### config.mk
export PLATFORM = sky130hd
export DESIGN_NAME = edge_detector_multi
export DESIGN_NICKNAME = d
export VERILOG_FILES = /design/src/rtl/edge_detector_pkg.sv /design/src/rtl/edge_detector_chan.sv /design/src/rtl/edge_detector_multi.sv
export SDC_FILE = /design/constraint.sdc
export NUM_CORES = 1
export LEC_CHECK = 0
export BUFFER_PORTS_ARGS = -buffer_cell sky130_fd_sc_hd__buf_2
export CAP_MARGIN = 20
export CELL_PAD_IN_SITES_DETAIL_PLACEMENT = 1
export CELL_PAD_IN_SITES_GLOBAL_PLACEMENT = 2
export CORE_MARGIN = 2
export CORE_UTILIZATION = 38
export DETAILED_ROUTE_END_ITERATION = 6
export GPL_TIMING_DRIVEN = 0
export MAX_ROUTING_LAYER = met4
export PLACE_DENSITY = 0.81
export SETUP_SLACK_MARGIN = 0.02
export SKIP_LAST_GASP = 1
export SLEW_MARGIN = 20
export SYNTH_ARGS = -nofsm -noshare
export SYNTH_HDL_FRONTEND = slang
export SYNTH_SLANG_ARGS = --single-unit
### constraint.sdc
create_clock -name clk -period 1.48 [get_ports clk]
set_input_delay 0.222 -clock clk [delete_from_list [all_inputs] [get_ports clk]]
set_output_delay 0.222 -clock clk [all_outputs]
set_load 0.02 [all_outputs]
### src/rtl/edge_detector_pkg.sv
// Shared types for the multi-channel edge detector.
// Mode encodings and the per-channel debounce FSM states.
package edge_detector_pkg;

  localparam logic [1:0] MODE_RISE = 2'b00;
  localparam logic [1:0] MODE_FALL = 2'b01;
  localparam logic [1:0] MODE_BOTH = 2'b10;
  localparam logic [1:0] MODE_OFF  = 2'b11;

  typedef enum logic [1:0] {
    S_LOW      = 2'd0,
    S_RISE_CHK = 2'd1,
    S_HIGH     = 2'd2,
    S_FALL_CHK = 2'd3
  } state_t;

  function automatic logic rise_en(input logic [1:0] m);
    return (m == MODE_RISE) || (m == MODE_BOTH);
  endfunction

  function automatic logic fall_en(input logic [1:0] m);
    return (m == MODE_FALL) || (m == MODE_BOTH);
  endfunction

endpackage

### src/rtl/edge_detector_chan.sv
// One channel: synchroniser, debounce FSM and pulse stretcher.
// All outputs come straight from flops.
module edge_detector_chan
  import edge_detector_pkg::*;
#(
  parameter int SYNC_STAGES     = 2,
  parameter int DEBOUNCE_CYCLES = 4,
  parameter int PULSE_CYCLES    = 1
) (
  input  logic       clk,
  input  logic       rst,
  input  logic       sig,
  input  logic [1:0] mode,
  output logic       edge_pulse,
  output logic       edge_dir,
  output logic       level
);

  localparam int DW = $clog2(DEBOUNCE_CYCLES + 1);
  localparam int PW = $clog2(PULSE_CYCLES + 1);
  localparam logic [DW-1:0] DB_LAST = DW'(DEBOUNCE_CYCLES - 1);
  localparam logic [PW-1:0] P_LOAD  = PW'(PULSE_CYCLES);

  logic [SYNC_STAGES-1:0] sync;
  logic                   s;
  state_t                 state, nxt_state;
  logic [DW-1:0]          cnt, nxt_cnt;
  logic [PW-1:0]          pcnt;
  logic                   rise_q, fall_q, fire;

  always_ff @(posedge clk or negedge rst) begin
    if (!rst) sync <= '0;
    else      sync <= {sync[SYNC_STAGES-2:0], sig};
  end

  assign s = sync[SYNC_STAGES-1];

  always_comb begin
    nxt_state = state;
    nxt_cnt   = cnt;
    rise_q    = 1'b0;
    fall_q    = 1'b0;
    unique case (state)
      S_LOW: if (s) begin
        if (DEBOUNCE_CYCLES == 1) begin
          nxt_state = S_HIGH;
          rise_q    = 1'b1;
        end else begin
          nxt_state = S_RISE_CHK;
          nxt_cnt   = DW'(1);
        end
      end
      S_RISE_CHK: if (!s) begin
        nxt_state = S_LOW;
        nxt_cnt   = '0;
      end else if (cnt == DB_LAST) begin
        nxt_state = S_HIGH;
        nxt_cnt   = '0;
        rise_q    = 1'b1;
      end else begin
        nxt_cnt = cnt + DW'(1);
      end
      S_HIGH: if (!s) begin
        if (DEBOUNCE_CYCLES == 1) begin
          nxt_state = S_LOW;
          fall_q    = 1'b1;
        end else begin
          nxt_state = S_FALL_CHK;
          nxt_cnt   = DW'(1);
        end
      end
      S_FALL_CHK: if (s) begin
        nxt_state = S_HIGH;
        nxt_cnt   = '0;
      end else if (cnt == DB_LAST) begin
        nxt_state = S_LOW;
        nxt_cnt   = '0;
        fall_q    = 1'b1;
      end else begin
        nxt_cnt = cnt + DW'(1);
      end
      default: nxt_state = S_LOW;
    endcase
  end

  assign fire = (rise_q && rise_en(mode)) ||
                (fall_q && fall_en(mode));

  // A fire during a live pulse reloads rather than queues.
  always_ff @(posedge clk or negedge rst) begin
    if (!rst) begin
      state    <= S_LOW;
      cnt      <= '0;
      pcnt     <= '0;
      edge_dir <= 1'b0;
    end else begin
      state <= nxt_state;
      cnt   <= nxt_cnt;
      if (fire) begin
        pcnt     <= P_LOAD;
        edge_dir <= rise_q;
      end else if (pcnt != '0) begin
        pcnt <= pcnt - PW'(1);
      end
    end
  end

  assign edge_pulse = (pcnt != '0);
  assign level      = (state == S_HIGH) ||
                      (state == S_FALL_CHK);

endmodule

### src/rtl/edge_detector_multi.sv
// Multi-channel debounced edge detector for button/switch inputs.
// Channels are independent; mode is shared.
module edge_detector_multi
  import edge_detector_pkg::*;
#(
  parameter int CH              = 4,
  parameter int SYNC_STAGES     = 2,
  parameter int DEBOUNCE_CYCLES = 4,
  parameter int PULSE_CYCLES    = 1
) (
  input  logic          clk,
  input  logic          rst,
  input  logic [CH-1:0] sig_in,
  input  logic [1:0]    mode,
  output logic [CH-1:0] edge_pulse,
  output logic [CH-1:0] edge_dir,
  output logic [CH-1:0] level_out
);

  for (genvar i = 0; i < CH; i++) begin : g_ch
    edge_detector_chan #(
      .SYNC_STAGES     (SYNC_STAGES),
      .DEBOUNCE_CYCLES (DEBOUNCE_CYCLES),
      .PULSE_CYCLES    (PULSE_CYCLES)
    ) u_chan (
      .clk        (clk),
      .rst        (rst),
      .sig        (sig_in[i]),
      .mode       (mode),
      .edge_pulse (edge_pulse[i]),
      .edge_dir   (edge_dir[i]),
      .level      (level_out[i])
    );
  end

endmodule

# Word level (Yosys, flattened, before mapping)
# Index checks and enable logic that the tools add are counted.
[word_totals] latch_bits=0 mem_bits_ro=0 mem_count=0 reg_bits=36 ramBits=0 out_inout_bits=12 input_bits=8 word_cells=173
[classes] bitwise=0 addsub=8 mul=0 eq_ne=34 reduce_logical=31 magnitude_cmp=0 n_mux=80 div=0 shift=0
[op_table] op="3-bit 2-to-1 mux" n=20
[op_table] op="2-bit 2-to-1 mux" n=24
[op_table] op="3-bit case mux with 4 select lines" n=4
[op_table] op="2-bit case mux with 4 select lines" n=4
[op_table] op="1-bit 2-to-1 mux" n=28
[op_table] op="2-bit == test (second input constant)" n=9
[op_table] op="4-bit AND reduction" n=4
[op_table] op="3-bit by 1-bit adder with 3-bit output (second input constant)" n=4
[op_table] op="3-bit by 2-bit == test with 1-bit output (second input constant)" n=4
[op_table] op="3-bit by 1-bit != test with 1-bit output (second input constant)" n=4
[op_table] op="3-bit != test (second input constant)" n=4
[op_table] op="2-bit by 1-bit == test with 1-bit output (second input constant)" n=5
[op_table] op="2-bit zero test" n=5
[op_table] op="1-bit logical OR" n=10
[op_table] op="1-bit logical AND" n=8
[op_table] op="2-bit by 1-bit != test with 1-bit output (second input constant)" n=4
[op_table] op="2-bit != test (second input constant)" n=4
[op_table] op="2-bit AND reduction" n=4
[op_table] op="1-bit subtractor (second input constant)" n=4

# Logic depth before layout (Yosys ltp)
# Gate-level depths: netlist (run 1).
[logic_depth] ltp_word=7 depth_mapped=5 depth_no_buf=5

# Hierarchy
# From an unflattened synthesis (run 1), not the netlist that was laid out.
[hier_totals] hier_cells=138 area_unflattened_um2=1677.9
[by_module_without_submodules] mod="edge_detector_chan at g_ch[0].u_chan ..." instances=3 cells_each=34 area_per_inst_um2=417.9
[by_module_without_submodules] mod="edge_detector_chan at g_ch[3].u_chan" instances=1 cells_each=36 area_per_inst_um2=424.2

# Worst setup path after synthesis (run 1)
# OpenSTA, ideal clock, no wires.
[synth_timing] kind="flip-flop to flip-flop" startpoint="register g_ch[2].u_chan.cnt[0]" endpoint="register g_ch[2].u_chan.edge_dir" path_slack_ns=0.265 arrival_ns=1.150 required_time_ns=1.415 period_less_slack_ns=1.215 n_path_buf=0 path_stages_with_launch=5 cell_sequence="dfrtp_1 -> ha_1 -> nand3b_2 -> or4b_1 -> nand2_1"
[synth_between] elab_chain_cells=6 elab_cells_between_ends=9 cone_classes="eq/ne (1); mux (5); reduce/logical (3)"
[synth_lines] element="start, declared" line="edge_detector_chan.sv:27" rtl="logic [DW-1:0] cnt, nxt_cnt;"
[synth_lines] element="start signal, assigned" line="edge_detector_chan.sv:98" rtl="cnt <= nxt_cnt;"
[synth_lines] element="3-bit by 2-bit == test with 1-bit output *" line="edge_detector_chan.sv:56, edge_detector_chan.sv:75"
[synth_lines] element="1-bit 2-to-1 mux *" line="edge_detector_chan.sv:56, edge_detector_chan.sv:75"
[synth_lines] element="1-bit 2-to-1 mux (on tied branches)" line="edge_detector_chan.sv:53, edge_detector_chan.sv:72"
[synth_lines] element="1-bit 2-to-1 mux" line="edge_detector_chan.sv:43" rtl="unique case (state)"
[synth_lines] element="1-bit logical AND (on tied branches)" line="edge_detector_chan.sv:86, edge_detector_chan.sv:87"
[synth_lines] element="1-bit logical OR" line="edge_detector_chan.sv:86" rtl="assign fire = (rise_q && rise_en(mode)) ||"
[synth_lines] element="end signal, assigned" line="edge_detector_chan.sv:101" rtl="edge_dir <= rise_q;"
[synth_lines] element="end, declared" line="edge_detector_chan.sv:15" rtl="output logic edge_dir,"
# Mark *: on every way between the ends. The rest lies on a longest branch, timed or not.
# A chain may end at the register's enable or synchronous reset.

==> summary.txt, run 1 <==
Run status
  • Outcome: completed

Power and ir drop
  • Int Power: 2260 µW
  • Register share of total power: 0.438
  • Comb pwr share: 0.314
  • Worst VDD drop: 0.000770 V
  • Switch Pwr: 1130 µW
  • Clock power frac: 0.248
  • Sw Share: 0.332
  • Power Dens Cells: 1780 nW/µm²
  • Static leakage: 0.000912 µW

Setup path
  • Worst endpoint data arrival time: 1.13 ns
  • Startpoint types: register
  • Maximum fanout along the worst path: 6
  • Crit path buffers/inverters: 3
  • CP endpoint kind: primary output
  • Data required, critical path: 1.26 ns
  • CP max stage cell: dfrtp_1
  • Critical path's top delay family: flip-flops
  • Crit Path Class: reg -> out
  • Critical-path cell list: clkbuf_1, buf_4, buf_2
  • Max stage delay on crit path: 0.46 ns

STA
  • Setup Skew: 0.00922 ns
  • Worst slew pin tran: 0.792 ns
  • Total negative setup slack: 0 ns
  • Relative slew slack: 0.472
  • Fin. max-slew vios: 0
  • Achievable Freq: 742 MHz
  • Hold Fails Final Rpt: 0
  • RSZ-0062 raised after global routing: no
  • Setup slack after layout: 0.132 ns
  • Final setup violation count: 0
  • Period utilisation layout: 0.911
  • Minimum clock period: 1.35 ns

Logic synthesis
  • Register area share after synthesis: 0.549
  • Number of enable flip-flop cells after synthesis: 0
  • Syn avg cell area: 11.6 µm²
  • Dominant cells by area after synthesis: dfrtp_1 55%, buf_4 5.5%, ha_1 4.6%
  • Yosys top cell area share: 0.549
  • Synthesized flop and latch total: 36
  • Synth Flop Type: dfrtp_1
  • Synth cell types: 32
  • Yosys warnings: 0
  • Most frequent cell after synthesis: dfrtp_1
  • Post-synth top cells: 36 x dfrtp_1, 12 x buf_4, 9 x nor2_1
  • Async SR Flop Fraction: 1.00
  • Synth area leader: dfrtp_1
  • Post-Syn Area: 1640 µm²
  • Synth Instances: 141
  • Synthesized Nets: 155

Detailed routing
  • DRT iter0 DRCs: 29
  • Wirelength per Cell: 13.5 µm
  • TritonRoute pass-1 iters: 4
  • Antenna Nets Post-Route: 0
  • Routed WL: 2.95 mm
  • DR vias/cell: 5.00
  • Via count: 1089
  • DRC: 0

Cells and area
  • Final Non-Filler Cells: 218
  • Final instance area: 1910 µm²
  • Number of diodes: 0
  • Final Net Count: 181
  • Area Growth Syn to Fin: 16.2%
  • Share of post-route cells with drive strength above 1: 0.310

CTS
  • Post-CTS setup buffer count: 0
  • Post-cts resize count: 0
  • Htree depth: 2
  • CTS tree: done
  • CTS Buf Count: 5
  • Root Buffer: clkbuf_8
  • Cts hold-fix bufs: 0
  • Clk Latency, worst-skew pair: 0.29 ns
  • CTS Sinks: 36
  • Clock Tree Buf Depth: 2
  • Reg clk slew, reported paths: 0.06 ns

Min path
  • Worst min path class: in -> async

Floorplan
  • Core footprint: 4090 µm²
  • Die H: 69.7 µm
  • Initial core utilization: 0.402
  • Die W: 69.7 µm
  • # IOs: 20
  • Row count: 23
  • DIE AREA: 4860 µm²

Place
  • PortBufs: 19
  • # placed instances: 210
  • DPL Wire Length: 2.21 mm
  • Final RePlAce weighted congestion: 0.729
  • Pre-CTS setup slack: 0.103 ns
  • Cell Area, Placed: 1800 µm²

GRT
  • Vias in the first global route: 1161
  • Grt total ovfl: 0
  • Initial antenna violation count: 0
  • Largest net degree at the start of global routing: 37
  • Global-route wire length before repair: 5.22 mm
  • Total global-route track usage: 0.142

Flow run
  • Max Cap Viol: 0
final timing paths:
check / start / endpoint / slack (ns) / cells past startpoint
max reg2reg: g_ch[2].u_chan.cnt[0]$_DFFE_PN0P_ / g_ch[2].u_chan.edge_dir$_DFFE_PN0P_ / 0.14 / 4
max: register / level_out[3] / 0.13 / 3
max in group asynchronous: rst / asynchronous set/reset pin / 0.96 / 1
min reg2reg: g_ch[2].u_chan.sync[0]$_DFF_PN0_ / g_ch[2].u_chan.sync[1]$_DFF_PN0_ / 0.36 / 0
min: rst / g_ch[3].u_chan.cnt[1]$_DFFE_PN0P_ / 0.02 / 1
min in group clk: sig_in[1] / g_ch[1].u_chan.sync[0]$_DFF_PN0_ / 0.03 / 1
power by group through the flow:
stage	sequential, µW	clock, µW	combinational, µW
6_report	1480	841	1060
5_1_grt	1530	916	1210
4_1_cts	1490	877	1090
3_5_place_dp	1500	0	1090
3_3_place_gp	1470	0	1000
2_1_floorplan	1430	0	843
layout by cell type, fill, tap and decap left out, types with 2 or more instances in the layout:
cell type,netlist,layout
dfrtp_1,36,36
buf_2,0,19
buf_4,12,12
nor2_1,9,9
o21ai_0,7,7
o21a_1,7,7
nand2b_1,7,7
ha_1,6,6
inv_1,5,5
nand3b_1,5,5
a21oi_1,5,5
clkbuf_1,4,5
clkbuf_8,0,5
mux2_2,4,4
nand2_1,3,3
xor2_1,3,3
and2_1,3,3
and3b_1,3,3
or3b_2,2,2
nand3b_2,2,2
o2bb2ai_1,2,2
nand3_1,2,2
o21bai_1,2,2
o221a_2,2,2
cells by family (layout without fill, tap and decap cells):
logic type / Yosys count / count (layout) / share of synthesized area
AND/OR/NAND/NOR: 43 / 43 / 0.166
multiplexers: 4 / 4 / 0.0274
adder cells (fa/ha/maj): 6 / 6 / 0.0457
XOR/XNOR: 4 / 4 / 0.0259
buffers and inverters: 21 / 48 / 0.0755
AO/OA/AOI/OAI: 27 / 27 / 0.111
flip-flops: 36 / 36 / 0.549
per-layer routing:
metal / GRT usage / up-vias / part of all wire
li1: - / 520 / -
met1: 0.144 / 547 / 0.41
met2: 0.241 / 16 / 0.53
met3: 0.0494 / 6 / 0.038
met4: 0.0769 / 0 / 0.024
met5: - / - / 0
through the flow:
step           hold slack, ns  total power [µW]   util
2_1_floorplan         -0.0736              2270      -
3_3_place_gp            0.332              2480  0.440
3_5_place_dp            0.332              2590  0.440
4_1_cts                0.0159              3460  0.467
5_1_grt                0.0163              3650  0.467
6_report               0.0160              3390  0.467
area by class of cell:
type / instances / area, µm²
Fill cell: 458 / 2180
Sequential cell: 36 / 901
Multi-Input combinational cell: 84 / 617
Buffer: 16 / 105
Timing Repair Buffer: 19 / 95.1
Clock buffer: 6 / 72.6
Tap cell: 50 / 62.6
Clock inverter: 2 / 35.0
Inverter: 5 / 18.8
Note: power is estimated with default switching activity, not from simulation.
==> run 2: changes to the inputs <==
--- a/config.mk
+++ b/config.mk
@@ -15,7 +15,7 @@
 export GPL_TIMING_DRIVEN = 0
 export MAX_ROUTING_LAYER = met4
 export PLACE_DENSITY = 0.81
-export SETUP_SLACK_MARGIN = 0.02
+export SETUP_SLACK_MARGIN = 0.3
 export SKIP_LAST_GASP = 1
 export SLEW_MARGIN = 20
 export SYNTH_ARGS = -nofsm -noshare
==> run 2 against run 1 <==
Effect of this change:
- via count rose by 9.6%
- cell count rose by 11%
- count of clock-buffer cells in the layout did not move
- core utilization rose by 9.6 points
- sequential power barely moved
==> summary.txt, run 2 (synthesized netlist as in run 1, its figures left out) <==
CTS
  • Htree depth: 2
  • Cts hold-fix bufs: 0
  • CTS Buf Count: 5
  • CTS tree: done
  • Clock Tree Buf Depth: 2
  • Root Buffer: clkbuf_8
  • Reg clk slew, reported paths: 0.07 ns
  • Clk Latency, worst-skew pair: 0.28 ns
  • CTS Sinks: 36

Cells and area
  • Share of post-route cells with drive strength above 1: 0.464
  • Area Growth Syn to Fin: 40.0%
  • Fill count: 440
  • Multi-input gate area: 748 µm²
  • Commonest non-fill, non-tap cell in the layout: dfrtp_1
  • Final Non-Filler Cells: 242
  • Reg area: 903 µm²
  • Final Net Count: 206
  • Most frequent cells in the layout: 34 x dfrtp_1, 27 x buf_4, 20 x buf_6
  • Final instance area: 2300 µm²
  • Number of diodes: 0

Setup path
  • Crit Path Class: reg -> out
  • CP endpoint kind: primary output
  • R2R Setup Slk: 0.23 ns
  • Data required, critical path: 1.26 ns
  • Maximum fanout along the worst path: 2
  • Reg2reg start: g_ch[3].u_chan.cnt[1]$_DFFE_PN0P_
  • Startpoint types: register
  • RR Endpoint: g_ch[3].u_chan.edge_dir$_DFFE_PN0P_
  • Worst endpoint data arrival time: 1.05 ns
  • R2R depth: 5

Power and ir drop
  • Static leakage: 0.00110 µW
  • Int Power: 2610 µW
  • Clock power frac: 0.164
  • Sw Share: 0.342
  • Worst VDD drop: 0.000827 V
  • Power Dens Cells: 1730 nW/µm²
  • Register share of total power: 0.373
  • Switch Pwr: 1360 µW
  • Comb pwr share: 0.463
  • Total Power: 3970 µW

STA
  • Worst slew pin tran: 0.826 ns
  • Period utilisation layout: 0.859
  • Fin. max-slew vios: 0
  • Total negative setup slack: 0 ns
  • Relative slew slack: 0.449
  • Minimum clock period: 1.27 ns
  • Final setup violation count: 0
  • Hold Fails Final Rpt: 0
  • Achievable Freq: 787 MHz
  • Hold slack: 0.0329 ns
  • Setup Skew: 0.00918 ns
  • RSZ-0062 raised after global routing: yes

Flow run
  • Max Cap Viol: 0

Detailed routing
  • TritonRoute pass-1 iters: 3
  • DRT iter0 DRCs: 62
  • Routed WL: 3.53 mm
  • DRC: 0
  • DR vias/cell: 4.93
  • Antenna Nets Post-Route: 0
  • Wirelength per Cell: 14.6 µm
  • Via count: 1194

Floorplan
  • Core footprint: 4090 µm²
  • Row count: 23
  • # IOs: 20
  • Initial core utilization: 0.402
  • Die W: 69.7 µm
  • DIE AREA: 4860 µm²
  • Die H: 69.7 µm

Place
  • Final RePlAce weighted congestion: 0.683
  • DPL Wire Length: 2.06 mm
  • PortBufs: 19
  • # placed instances: 210
  • Cell Area, Placed: 1820 µm²

GRT
  • Initial antenna violation count: 0
  • Grt total ovfl: 0
  • Largest net degree at the start of global routing: 37
  • Vias in the first global route: 1253
  • Total global-route track usage: 0.148
  • Global-route wire length before repair: 5.49 mm

Min path
  • Worst min path class: in -> async

Run status
  • Outcome: completed
==> run 2: cell count changes in the layout (fill, tap and decap cells not counted), sizes merged <==
cell    delta
bufinv     -1
buf       +25
==> run 2: metrics by stage <==
stage           util  setup WS [ns]
2_1_floorplan      -          0.272
3_3_place_gp   0.446          0.158
3_5_place_dp   0.446          0.127
4_1_cts        0.508          0.213
5_1_grt        0.562          0.146
6_report       0.562          0.209
==> run 2: how the worst max path moves through the flow <==
| stage | startpoint | endpoint | slack, ns |
|---|---|---|---|
| after floorplan | g_ch[2].u_chan.cnt[0]$_DFFE_PN0P_ | g_ch[2].u_chan.edge_dir$_DFFE_PN0P_ | 0.27 |
| after global placement | mode[0] | g_ch[0].u_chan.edge_pulse$_DFF_PN0_ | 0.16 |
| after detailed placement | mode[0] | g_ch[2].u_chan.edge_pulse$_DFF_PN0_ | 0.13 |
| after CTS | register | level_out[2] | 0.21 |
| after global routing | g_ch[1].u_chan.cnt[1]$_DFFE_PN0P_ | g_ch[1].u_chan.edge_dir$_DFFE_PN0P_ | 0.15 |
| final | register | level_out[3] | 0.21 |
==> run 2: per-layer routing <==
layer  global-route usage  routed length, µm  up-vias
li1                     -                  -      563
met1                0.156               1430      611
met2                0.259               1970       16
met3               0.0480                 96        4
met4               0.0577                 34        0
met5                    -                  0        -
==> run 2: critical path: stages (launching register included) <==
cell	delay (ns)
dfrtp_2	0.43
clkbuf_1	0.10
buf_4	0.12
buf_6	0.12
==> run 2: power by group through the flow <==
stage          clock [µW]  sequential (µW)  combinational, µW
2_1_floorplan           0             1440                858
3_3_place_gp            0             1480               1020
3_5_place_dp            0             1510               1110
4_1_cts               684             1450               1510
5_1_grt               724             1520               2020
6_report              651             1480               1840
==> run 2: repair_timing <==
item                       4_1_cts  5_1_grt
setup endpoints to repair       14       30
hold endpoints to repair         0        0
pin swaps                        2        9
buffers inserted                15       10
gates resized for setup         15       36
==> run 2: cell type report <==
type                    count  area share
flip-flops and latches     36       0.393
multi-input cells          84       0.326
repair buffers             44       0.160
plain buffers              16      0.0523
clock buffers               6      0.0316
well taps                  50      0.0272
inverters                   5     0.00817
clock inverters             1     0.00218
==> run 3: changes to the inputs <==
--- a/config.mk
+++ b/config.mk
@@ -14,7 +14,7 @@
 export DETAILED_ROUTE_END_ITERATION = 6
 export GPL_TIMING_DRIVEN = 0
 export MAX_ROUTING_LAYER = met4
-export PLACE_DENSITY = 0.81
+export PLACE_DENSITY_LB_ADDON = 0.1
 export SETUP_SLACK_MARGIN = 0.3
 export SKIP_LAST_GASP = 1
 export SLEW_MARGIN = 20
==> run 3 against run 2 <==
Effect of this change:
- via count shrank 1.9%
- sequential cell count stayed put
- cell count shrank 1.7%
- first-iteration DRC count down 52%
- setup slack got worse by 0.018 ns
- routed wire length grew 1.1%
- register-to-register slack is essentially flat
- total power up 2.0%
- sequential share of layout area rose by 0.054 points
- fmax decreased by 1.4%
- core utilization unchanged
- clock skew down 0.0023 ns
==> summary.txt, run 3 (synthesized netlist as in run 1, its figures left out) <==
Cells and area
  • Commonest non-fill, non-tap cell in the layout: dfrtp_1
  • Reg area: 905 µm²
  • Final Net Count: 202
  • Area Growth Syn to Fin: 40.0%
  • Final Non-Filler Cells: 238
  • Fill count: 445
  • Number of diodes: 0
  • Final Util: 0.562
  • Most frequent cells in the layout: 33 x dfrtp_1, 26 x buf_4, 18 x buf_6
  • Share of post-route cells with drive strength above 1: 0.489
  • Multi-input gate area: 763 µm²

Power and ir drop
  • Worst VDD drop: 0.000770 V
  • Static leakage: 0.00109 µW
  • Total Power: 4050 µW
  • Power Dens Cells: 1760 nW/µm²

STA
  • Total negative setup slack: 0 ns
  • Setup Skew: 0.00691 ns
  • Worst slew pin tran: 0.800 ns
  • Hold slack: 0.0132 ns
  • Fin. max-slew vios: 0
  • Relative slew slack: 0.467
  • Hold Fails Final Rpt: 0
  • Final setup violation count: 0
  • Achievable Freq: 776 MHz
  • Period utilisation layout: 0.871
  • Minimum clock period: 1.29 ns
  • RSZ-0062 raised after global routing: yes

Flow run
  • Max Cap Viol: 0

CTS
  • Cts hold-fix bufs: 0
  • CTS tree: done
  • Reg clk slew, reported paths: 0.07 ns
  • Root Buffer: clkbuf_8
  • CTS Buf Count: 5
  • Htree depth: 2
  • Clk Latency, worst-skew pair: 0.29 ns
  • Clock Tree Buf Depth: 2
  • CTS Sinks: 36

Floorplan
  • Die W: 69.7 µm
  • Row count: 23
  • Die H: 69.7 µm
  • Core footprint: 4090 µm²
  • DIE AREA: 4860 µm²
  • Initial core utilization: 0.402
  • # IOs: 20

Place
  • PortBufs: 19
  • DPL Wire Length: 2.15 mm
  • # placed instances: 210
  • Final RePlAce weighted congestion: 0.685

Detailed routing
  • DRC: 0
  • DR vias/cell: 4.92
  • Antenna Nets Post-Route: 0
  • Routed WL: 3.57 mm
  • TritonRoute pass-1 iters: 4
  • DRT iter0 DRCs: 30
  • Via count: 1171
  • Wirelength per Cell: 15.0 µm

Setup path
  • Reg2reg start: g_ch[2].u_chan.cnt[1]$_DFFE_PN0P_
  • Crit Path Class: reg -> out
  • Startpoint types: register
  • CP endpoint kind: primary output
  • Worst endpoint data arrival time: 1.07 ns
  • Data required, critical path: 1.26 ns
  • Maximum fanout along the worst path: 3

GRT
  • Global-route wire length before repair: 5.76 mm
  • Vias in the first global route: 1294
  • Grt total ovfl: 0
  • Largest net degree at the start of global routing: 37
  • Layer with the highest usage: met2
  • M2 GR Usage: 0.274
  • Initial antenna violation count: 0
  • Total global-route track usage: 0.157
  • GR met3 Demand/Resource: 0.0349
  • M1 GR Usage: 0.166

Run status
  • Outcome: completed

Min path
  • Worst min path class: in -> async
run 3: cell count changes in the layout (fill, tap and decap cells not counted), moves of 2 or more:
| cell | delta |
|---|---|
| buf_6 | -2 |
| clkbuf_8 | +2 |
| nor2_1 | -2 |
| nor2_2 | +2 |
run 3: timing repair:
| item | CTS | global route |
|---|---|---|
| setup endpoints to repair | 16 | 31 |
| pin swaps | 3 | 10 |
| buffers inserted | 14 | 7 |
| resized for setup | 18 | 37 |
run 3: final timing paths:
check                                                 endpoint  slack [ns]  cells after the start
max                                               level_out[0]        0.19                      3
min                          g_ch[3].u_chan.cnt[0]$_DFFE_PN0P_        0.01                      1
max reg2reg                g_ch[2].u_chan.edge_dir$_DFFE_PN0P_        0.23                      4
min reg2reg                   g_ch[0].u_chan.sync[1]$_DFF_PN0_        0.35                      0
max in group asynchronous     g_ch[2].u_chan.sync[1]$_DFF_PN0_        0.90                      1
min in group clk              g_ch[3].u_chan.sync[0]$_DFF_PN0_        0.04                      1
run 3: stage by stage:
step,setup WS [ns],cell area [µm²]
2_1_floorplan,0.272,1660
3_3_place_gp,0.138,1820
3_5_place_dp,0.123,1820
4_1_cts,0.199,2100
5_1_grt,0.143,2300
6_report,0.191,2300
run 3: power breakdown:
part	total (µW)	internal, µW	switching [µW]	leakage (µW)
clock network	759	415	345	0.0000503
logic	1810	1030	785	0.000587
registers	1480	1230	249	0.000450
run 3: per-layer routing:
layer / part of all wire / wire length (µm)
met5: 0 / 0
met4: 0.023 / 82
met3: 0.034 / 122
met2: 0.55 / 1980
met1: 0.39 / 1390
run 3: final cells by class:
type	instances	area share
Sequential cell	36	0.394
Multi-Input combinational cell	84	0.332
Timing Repair Buffer	40	0.145
Buffer	16	0.0523
Clock buffer	7	0.0419
Tap cell	50	0.0272
Inverter	5	0.00817
run 3: worst max-delay path, cell delays in order, from the launching register on:
cell and delay [ns]:
dfrtp_2 0.44, clkbuf_1 0.10, buf_4 0.12, buf_6 0.12
